File: config.mk
export PLATFORM = sky130hd
export DESIGN_NAME = ps2_rx
export DESIGN_NICKNAME = d
export VERILOG_FILES = /design/src/rtl/ps2_rx.sv
export SDC_FILE = /design/constraint.sdc
export NUM_CORES = 1
export LEC_CHECK = 0
export BUFFER_PORTS_ARGS = -buffer_cell sky130_fd_sc_hd__buf_4
export CORE_MARGIN = 2
export CORE_UTILIZATION = 50
export CTS_BUF_LIST = sky130_fd_sc_hd__clkbuf_4
export DETAILED_ROUTE_END_ITERATION = 10
export PLACE_DENSITY_LB_ADDON = 0.12
export SLEW_MARGIN = 20
export SYNTH_ARGS = -nofsm -noshare
export SYNTH_HDL_FRONTEND = slang
export SYNTH_SLANG_ARGS = --single-unit
File: constraint.sdc
create_clock -name clk -period 2.6 [get_ports clk]
set_input_delay 0.52 -clock clk [delete_from_list [all_inputs] [get_ports clk]]
set_output_delay 0.52 -clock clk [all_outputs]
set_load 0.05 [all_outputs]
File: src/rtl/ps2_rx.sv
`default_nettype none
// ps2_rx: PS/2 device-to-host receiver with input synchronizers, clock glitch filter,
// 11-bit frame deserializer and per-frame done / parity / framing strobes.
module ps2_rx #(
  parameter int FILTER_LEN  = 4,
  parameter int TIMEOUT_CYC = 10000
) (
  input  logic       clk,
  input  logic       rst,
  input  logic       ps2_clk,
  input  logic       ps2_data,
  output logic [7:0] data,
  output logic       done,
  output logic       parity_err,
  output logic       frame_err,
  output logic       busy
);

  localparam int FCW = (FILTER_LEN > 1) ? $clog2(FILTER_LEN) : 1;
  localparam int TCW = $clog2(TIMEOUT_CYC + 1);

  localparam logic [1:0] S_IDLE   = 2'd0;
  localparam logic [1:0] S_DATA   = 2'd1;
  localparam logic [1:0] S_PARITY = 2'd2;
  localparam logic [1:0] S_STOP   = 2'd3;

  logic [1:0]     sclk_q, sdat_q;
  logic           filt_q, filt_d, filt_prev_q;
  logic [FCW-1:0] fcnt_q, fcnt_d;
  logic [1:0]     state_q, state_d;
  logic [2:0]     bitcnt_q, bitcnt_d;
  logic [7:0]     shift_q, shift_d;
  logic           par_q, par_d;
  logic [TCW-1:0] tcnt_q, tcnt_d;
  logic [7:0]     data_q, data_d;
  logic           done_q, done_d;
  logic           perr_q, perr_d;
  logic           ferr_q, ferr_d;

  logic fall, sdat, par_ok, timeout;

  assign sdat    = sdat_q[1];
  assign fall    = filt_prev_q & ~filt_q;
  assign par_ok  = ^{shift_q, par_q};
  assign timeout = (state_q != S_IDLE) && (tcnt_q == TCW'(TIMEOUT_CYC));

  always_ff @(posedge clk or negedge rst) begin
    if (!rst) begin
      sclk_q      <= 2'b11;
      sdat_q      <= 2'b11;
      filt_q      <= 1'b1;
      filt_prev_q <= 1'b1;
      fcnt_q      <= '0;
      state_q     <= S_IDLE;
      bitcnt_q    <= '0;
      shift_q     <= '0;
      par_q       <= 1'b0;
      tcnt_q      <= '0;
      data_q      <= '0;
      done_q      <= 1'b0;
      perr_q      <= 1'b0;
      ferr_q      <= 1'b0;
    end else begin
      sclk_q      <= {sclk_q[0], ps2_clk};
      sdat_q      <= {sdat_q[0], ps2_data};
      filt_q      <= filt_d;
      filt_prev_q <= filt_q;
      fcnt_q      <= fcnt_d;
      state_q     <= state_d;
      bitcnt_q    <= bitcnt_d;
      shift_q     <= shift_d;
      par_q       <= par_d;
      tcnt_q      <= tcnt_d;
      data_q      <= data_d;
      done_q      <= done_d;
      perr_q      <= perr_d;
      ferr_q      <= ferr_d;
    end
  end

  // Filtered clock flips only after FILTER_LEN consecutive samples at the new level.
  always_comb begin
    filt_d = filt_q;
    fcnt_d = '0;
    if (sclk_q[1] != filt_q) begin
      if (fcnt_q == FCW'(FILTER_LEN - 1)) filt_d = sclk_q[1];
      else                               fcnt_d = fcnt_q + 1'b1;
    end
  end

  always_comb begin
    state_d  = state_q;
    bitcnt_d = bitcnt_q;
    shift_d  = shift_q;
    par_d    = par_q;
    data_d   = data_q;
    done_d   = 1'b0;
    perr_d   = 1'b0;
    ferr_d   = 1'b0;
    tcnt_d   = (state_q == S_IDLE || fall) ? '0 : tcnt_q + 1'b1;
    // Timeout wins over an edge arriving in the same cycle.
    if (timeout) begin
      state_d = S_IDLE;
      shift_d = '0;
      ferr_d  = 1'b1;
      tcnt_d  = '0;
    end else if (fall) begin
      case (state_q)
        S_IDLE: begin
          if (!sdat) begin
            state_d  = S_DATA;
            bitcnt_d = '0;
            shift_d  = '0;
          end
        end
        S_DATA: begin
          shift_d = {sdat, shift_q[7:1]};
          if (bitcnt_q == 3'd7) state_d  = S_PARITY;
          else                  bitcnt_d = bitcnt_q + 3'd1;
        end
        S_PARITY: begin
          par_d   = sdat;
          state_d = S_STOP;
        end
        default: begin
          state_d = S_IDLE;
          ferr_d  = !sdat;
          perr_d  = !par_ok;
          if (sdat && par_ok) begin
            data_d = shift_q;
            done_d = 1'b1;
          end
        end
      endcase
    end
  end

  always_comb begin
    data       = data_q;
    done       = done_q;
    parity_err = perr_q;
    frame_err  = ferr_q;
    busy       = (state_q != S_IDLE);
  end

endmodule
`default_nettype wire

==> out/qor.yml, run 1 <==
global_route:
  grt_max_degree: 48
  track_usage_pct: 17.1
  grt_overflow: 0
  antenna_found_initial: 0
  grt_pass1_wl_um: 5750
  first_global_vias: 1279
critical_path:
  required_ns: 2.87
  critical_path_class: "flop to flop"
  cp-end-kind: "flop"
  start_kind: "flop"
  crit_family: "XOR/XNOR gates"
  path_max_fanout: 9
  cpMaxStageDelayCell: "nor4b_4"
  cp_cell_sequence: "xnor2_1, xnor3_1, xnor2_1, nor4b_4, mux2_2"
  slowest_delay_ns: 0.55
  crit_top_cell: "xnor2_1"
  crit_arrival_ns: 2.64
  cp_num_buf_inv: 0
clocking:
  clock-sinks: 47
  cts_resized: 0
  ctsHoldBuffers: 0
  cts_tree: "yes"
  htreeDepth: 2
  root_buffer: "clkbuf_4"
  cts_made_buffers: 5
  post_cts_buffers: 0
  clock_path_buffers: 2
  cts.clk_slew.worst_paths_ns: 0.14
  clk_latency_ns: 0.38
route:
  wl_per_cell_um: 14.1
  highest_layer: "met4"
  drtAntennaViolNets: 0
  vias: 1355
  first_pass_iters: 4
  wl_met1_um: 1610
  route.met2.wl_um: 1690
  drt-initial-drc-count: 114
  finalWirelength_um: 3530
  routed_via_density: 5.40
  drc: 0
  met3_length_um: 124
placed_design:
  dp_hpwl_um: 2610
  dp.cells: 243
  gp_congestion: 0.842
  place_worst_setup_slack_ns: 0.215
  portBuffers: 15
  dpl_cell_area_sq_um: 2300
sta:
  min_period_ns: 2.38
  maxSlewViolCount: 0
  finalClockSkew_ns: 0.0129
  fin_ws_ns: 0.221
  rsz0062_at_grt: "false"
  fmax_mhz: 420
  min_period_over_period_pct: 91.5
  tns_ns: 0
  finalHoldViolCount: 0
  tightest_slew_ns: 0.787
  slew_headroom_pct: 47.2
  setup_violations: 0
synth:
  postSynthCellCount: 177
  syn_avg_cell_area_sq_um: 11.9
  yosys.area_share.adder_pct: 5.34
  synth_compound_area_share_pct: 6.71
  synthArstFlopShare_pct: 100
  synth_largest_area_cell: "dfrtp_1"
  syn-num-nets: 190
  synth.cell_area_sq_um: 2110
  ys_top_cells_by_count: "dfrtp_1, nor2_1, nand2_1"
  yosysSeqAreaShare_pct: 56.1
  ys_warn_count: 0
  synth-simple-area-share_pct: 15.8
  synth_xor_area_share_pct: 8.96
  ys_ff_latch: 47
  synth-edff-count: 0
  netlist.area_leader.share_pct: 48.7
  synth.mux.area_fraction_pct: 5.28
  yosys.cell_types.count: 33
  synthTopCellsByArea: "dfrtp_1, dfstp_2, ha_1, mux2_2, xnor2_1"
  synth.most_common_cell: "dfrtp_1"
  yosys_most_used_dff: "dfrtp_1"
  synth_top_family_by_area: "simple AND/OR/NAND/NOR gates"
floorplanning:
  die_w_um: 68.9
  core-area_sq_um: 4030
  initial_utilization_pct: 52.3
  die_area_sq_um: 4750
  ios: 16
  dieHeight_um: 68.9
  rows: 23
layout:
  antenna_cells: 0
  stdcell_area_sq_um: 2360
  drive_above_1_share_pct: 21.4
  fin_nets: 213
  final_cell_count_no_fill: 251
  synthToLayoutAreaGrowth_pct: 11.8
hold_path:
  worstHoldPathType: "input port to async pin"
pwr:
  irDropWorstVdd_v: 0.000403
  p_leak_uw: 0.00113
  power_uw: 2030
  powerDensity_nw_per_um2: 863
job:
  drv_cap: 0
run_status:
  status: "completed"
[worst paths after layout]
path	from	to	slack (ns)	cells after the start
min in group clk	ps2_data	sdat_q[0]$_DFF_PN1_	0.25	1
min	rst	bitcnt_q[0]$_DFFE_PN0P_	0.12	1
max reg2reg	shift_q[4]$_DFFE_PN0P_	data[6]$_DFFE_PN0P_	0.22	5
max	shift_q[4]$_DFFE_PN0P_	data[6]$_DFFE_PN0P_	0.22	5
min reg2reg	sclk_q[0]$_DFF_PN1_	sclk_q[1]$_DFF_PN1_	0.37	0
max in group asynchronous	rst	sclk_q[1]$_DFF_PN1_	2.08	1
[cells by family after synthesis]
family / count (synthesis)
multiplexers: 10
buffers and inverters: 10
AO/OA/AOI/OAI: 18
adder cells (fa/ha/maj): 9
AND/OR/NAND/NOR: 63
flip-flops: 47
XOR/XNOR: 20
[power breakdown]
group	switching [uW]	internal (uW)
registers	108	873
clock network	232	104
logic	428	290
total	768	1270
[stage by stage]
stage | hold slack [ns] | utilization, %
final | 0.117 | 58.5
after global routing | 0.146 | 58.5
after floorplan | 0.224 | -
after CTS | 0.142 | 58.5
after detailed placement | 0.351 | 57.0
after global placement | 0.347 | 57.0
[final cells by class]
type                            instances  area [sq um]
Fill cell                             330          1670
Multi-Input combinational cell        120           887
Clock inverter                          3          20.0
Clock buffer                            5          37.5
Sequential cell                        47          1180
Tap cell                               50          62.6
Timing Repair Buffer                   18           135
Inverter                                8          30.0
[state kept, by name, summed over array words and instances (netlist names)]
signal	count
bitcnt_q	3
data	8
done	1
fcnt_q	2
filt_prev_q	1
filt_q	1
frame_err	1
par_q	1
parity_err	1
sclk_q	2
sdat_q	2
shift_q	8
state_q	2
tcnt_q	14
[cells in the final DEF, fill, tap and decap left out, types with 2 or more instances in the layout]
cell type  instances
nand4_1            2
nand2_1           11
xor2_1             9
o21ai_0            3
nor3_1             6
buf_4             18
nor3b_1            2
a22o_1             8
nor4bb_1           2
and3_1             3
clkbuf_4           5
nand3_1            9
ha_1               9
inv_1              8
nor2_1            19
nor2b_1            3
dfrtp_1           41
xnor2_1           10
dfstp_2            6
o211ai_1           2
mux2_2             9
[layer usage]
metal,GRT usage [%],vias to the layer above
li1,-,658
met1,21.8,663
met2,26.2,24
met3,3.90,10
met4,11.3,0
met5,0,-
Note: power is estimated with default switching activity, not from simulation.
==> inputs of run 2 (changes only) <==
--- a/config.mk
+++ b/config.mk
@@ -10,6 +10,7 @@
 export CORE_UTILIZATION = 50
 export CTS_BUF_LIST = sky130_fd_sc_hd__clkbuf_4
 export DETAILED_ROUTE_END_ITERATION = 10
+export GPL_ROUTABILITY_DRIVEN = 0
 export PLACE_DENSITY_LB_ADDON = 0.12
 export SLEW_MARGIN = 20
 export SYNTH_ARGS = -nofsm -noshare
==> constraint.sdc (replaced) <==
create_clock -name clk -period 2.6 [get_ports clk]
set_input_delay 0.13 -clock clk [delete_from_list [all_inputs] [get_ports clk]]
set_output_delay 0.13 -clock clk [all_outputs]
set_load 0.05 [all_outputs]
==> out/qor.yml, run 2 (same netlist as run 1, synthesis figures left out) <==
hold_path:
  worstHoldPathType: "input port to async pin"
critical_path:
  cp-end-kind: "flop"
  startpoint: "shift_q[4]$_DFFE_PN0P_"
  crit_family: "XOR/XNOR gates"
  crit_top_cell: "xnor2_1"
  cp_num_buf_inv: 0
  start_kind: "flop"
  slowest_delay_ns: 0.55
  cp_cell_sequence: "xnor2_1, xnor3_1, xnor2_1, nor4b_4, mux2_2"
  critical_path_class: "flop to flop"
  r2r_start: "shift_q[4]$_DFFE_PN0P_"
  crit_arrival_ns: 2.64
  cpMaxStageDelayCell: "nor4b_4"
  required_ns: 2.87
  path_max_fanout: 9
route:
  met3_length_um: 120
  first_pass_iters: 4
  finalWirelength_um: 3560
  drtAntennaViolNets: 0
  drc: 0
  drt-initial-drc-count: 102
  highest_layer: "met4"
  wl_met1_um: 1620
  wl_per_cell_um: 14.0
  route.met2.wl_um: 1700
  routed_via_density: 5.38
  vias: 1367
run_status:
  status: "completed"
layout:
  nFillCells: 328
  antenna_cells: 0
  layout_commonest_cell: "dfrtp_1"
  synthToLayoutAreaGrowth_pct: 13.2
  fin_nets: 216
  final_cell_mix: "dfrtp_1, nor2_1, buf_4"
  multi_input_area_sq_um: 887
  drive_above_1_share_pct: 21.1
  top_register: "tcnt_q"
  seqCellArea_sq_um: 1180
  largest_reg_flops: 14
clocking:
  cts_resized: 0
  htreeDepth: 2
  cts.clk_slew.worst_paths_ns: 0.14
  cts_tree: "yes"
  ctsHoldBuffers: 3
  root_buffer: "clkbuf_4"
  cts_made_buffers: 5
  clock_path_buffers: 2
  clock-sinks: 47
  post_cts_buffers: 0
  clk_latency_ns: 0.38
global_route:
  first_global_vias: 1291
  track_usage_pct: 17.2
  antenna_found_initial: 0
  grt_pass1_wl_um: 5780
  grt_overflow: 0
  grt_max_degree: 48
sta:
  min_period_ns: 2.38
  setup_violations: 0
  finalClockSkew_ns: 0.0129
  tns_ns: 0
  maxSlewViolCount: 0
  slew_headroom_pct: 47.2
  tightest_slew_ns: 0.787
  holdWs_ns: 0.271
  rsz0062_at_grt: "false"
  min_period_over_period_pct: 91.5
  fmax_mhz: 420
  finalHoldViolCount: 0
pwr:
  irDropWorstVdd_v: 0.000409
  power_uw: 2040
  powerDensity_nw_per_um2: 854
  p_leak_uw: 0.00114
floorplanning:
  die_w_um: 68.9
  rows: 23
  core-area_sq_um: 4030
  dieHeight_um: 68.9
  initial_utilization_pct: 52.3
  die_area_sq_um: 4750
  ios: 16
placed_design:
  dp_hpwl_um: 2610
  portBuffers: 15
job:
  drv_cap: 0
## run 2: metrics by stage
| step | util [%] | std cells | cell area, sq um | worst slack, ns |
|---|---|---|---|---|
| finish | 59.2 | 254 | 2390 | 0.221 |
| detailed placement | 57.0 | 243 | 2300 | 0.215 |
| CTS | 59.2 | 254 | 2390 | 0.188 |
| global placement | 57.0 | 243 | 2300 | 0.267 |
| global route | 59.2 | 254 | 2390 | 0.0625 |
| floorplan | - | 177 | 2110 | 0.525 |
## run 2: power breakdown
| part | internal [uW] | switching, uW | total [uW] | leakage [uW] |
|---|---|---|---|---|
| clock | 104 | 232 | 336 | 0.0000288 |
| sequential | 873 | 108 | 981 | 0.000622 |
| combinational | 293 | 428 | 721 | 0.000493 |
## run 2: routing by layer
metal | vias to the layer above | global-route usage (%)
li1 | 664 | -
met1 | 669 | 21.8
met2 | 24 | 26.4
met3 | 10 | 3.90
met4 | 0 | 11.3
met5 | - | 0
## run 2: path summary, 6_finish.rpt
path	to	slack, ns	cells after the start
min in group clk	sclk_q[1]$_DFF_PN1_	0.37	0
setup / recovery	data[6]$_DFFE_PN0P_	0.22	5
max in group asynchronous	sclk_q[1]$_DFF_PN1_	1.93	2
hold reg to reg	sclk_q[1]$_DFF_PN1_	0.37	0
hold / removal	bitcnt_q[0]$_DFFE_PN0P_	0.27	2
setup reg to reg	data[6]$_DFFE_PN0P_	0.22	5
## run 2: cell type report
type	instances	share of cell area (%)
Inverter	8	1.26
Timing Repair Buffer	21	6.92
Sequential cell	47	49.6
Multi-Input combinational cell	120	37.2
Clock buffer	5	1.57
Tap cell	50	2.62
Clock inverter	3	0.839
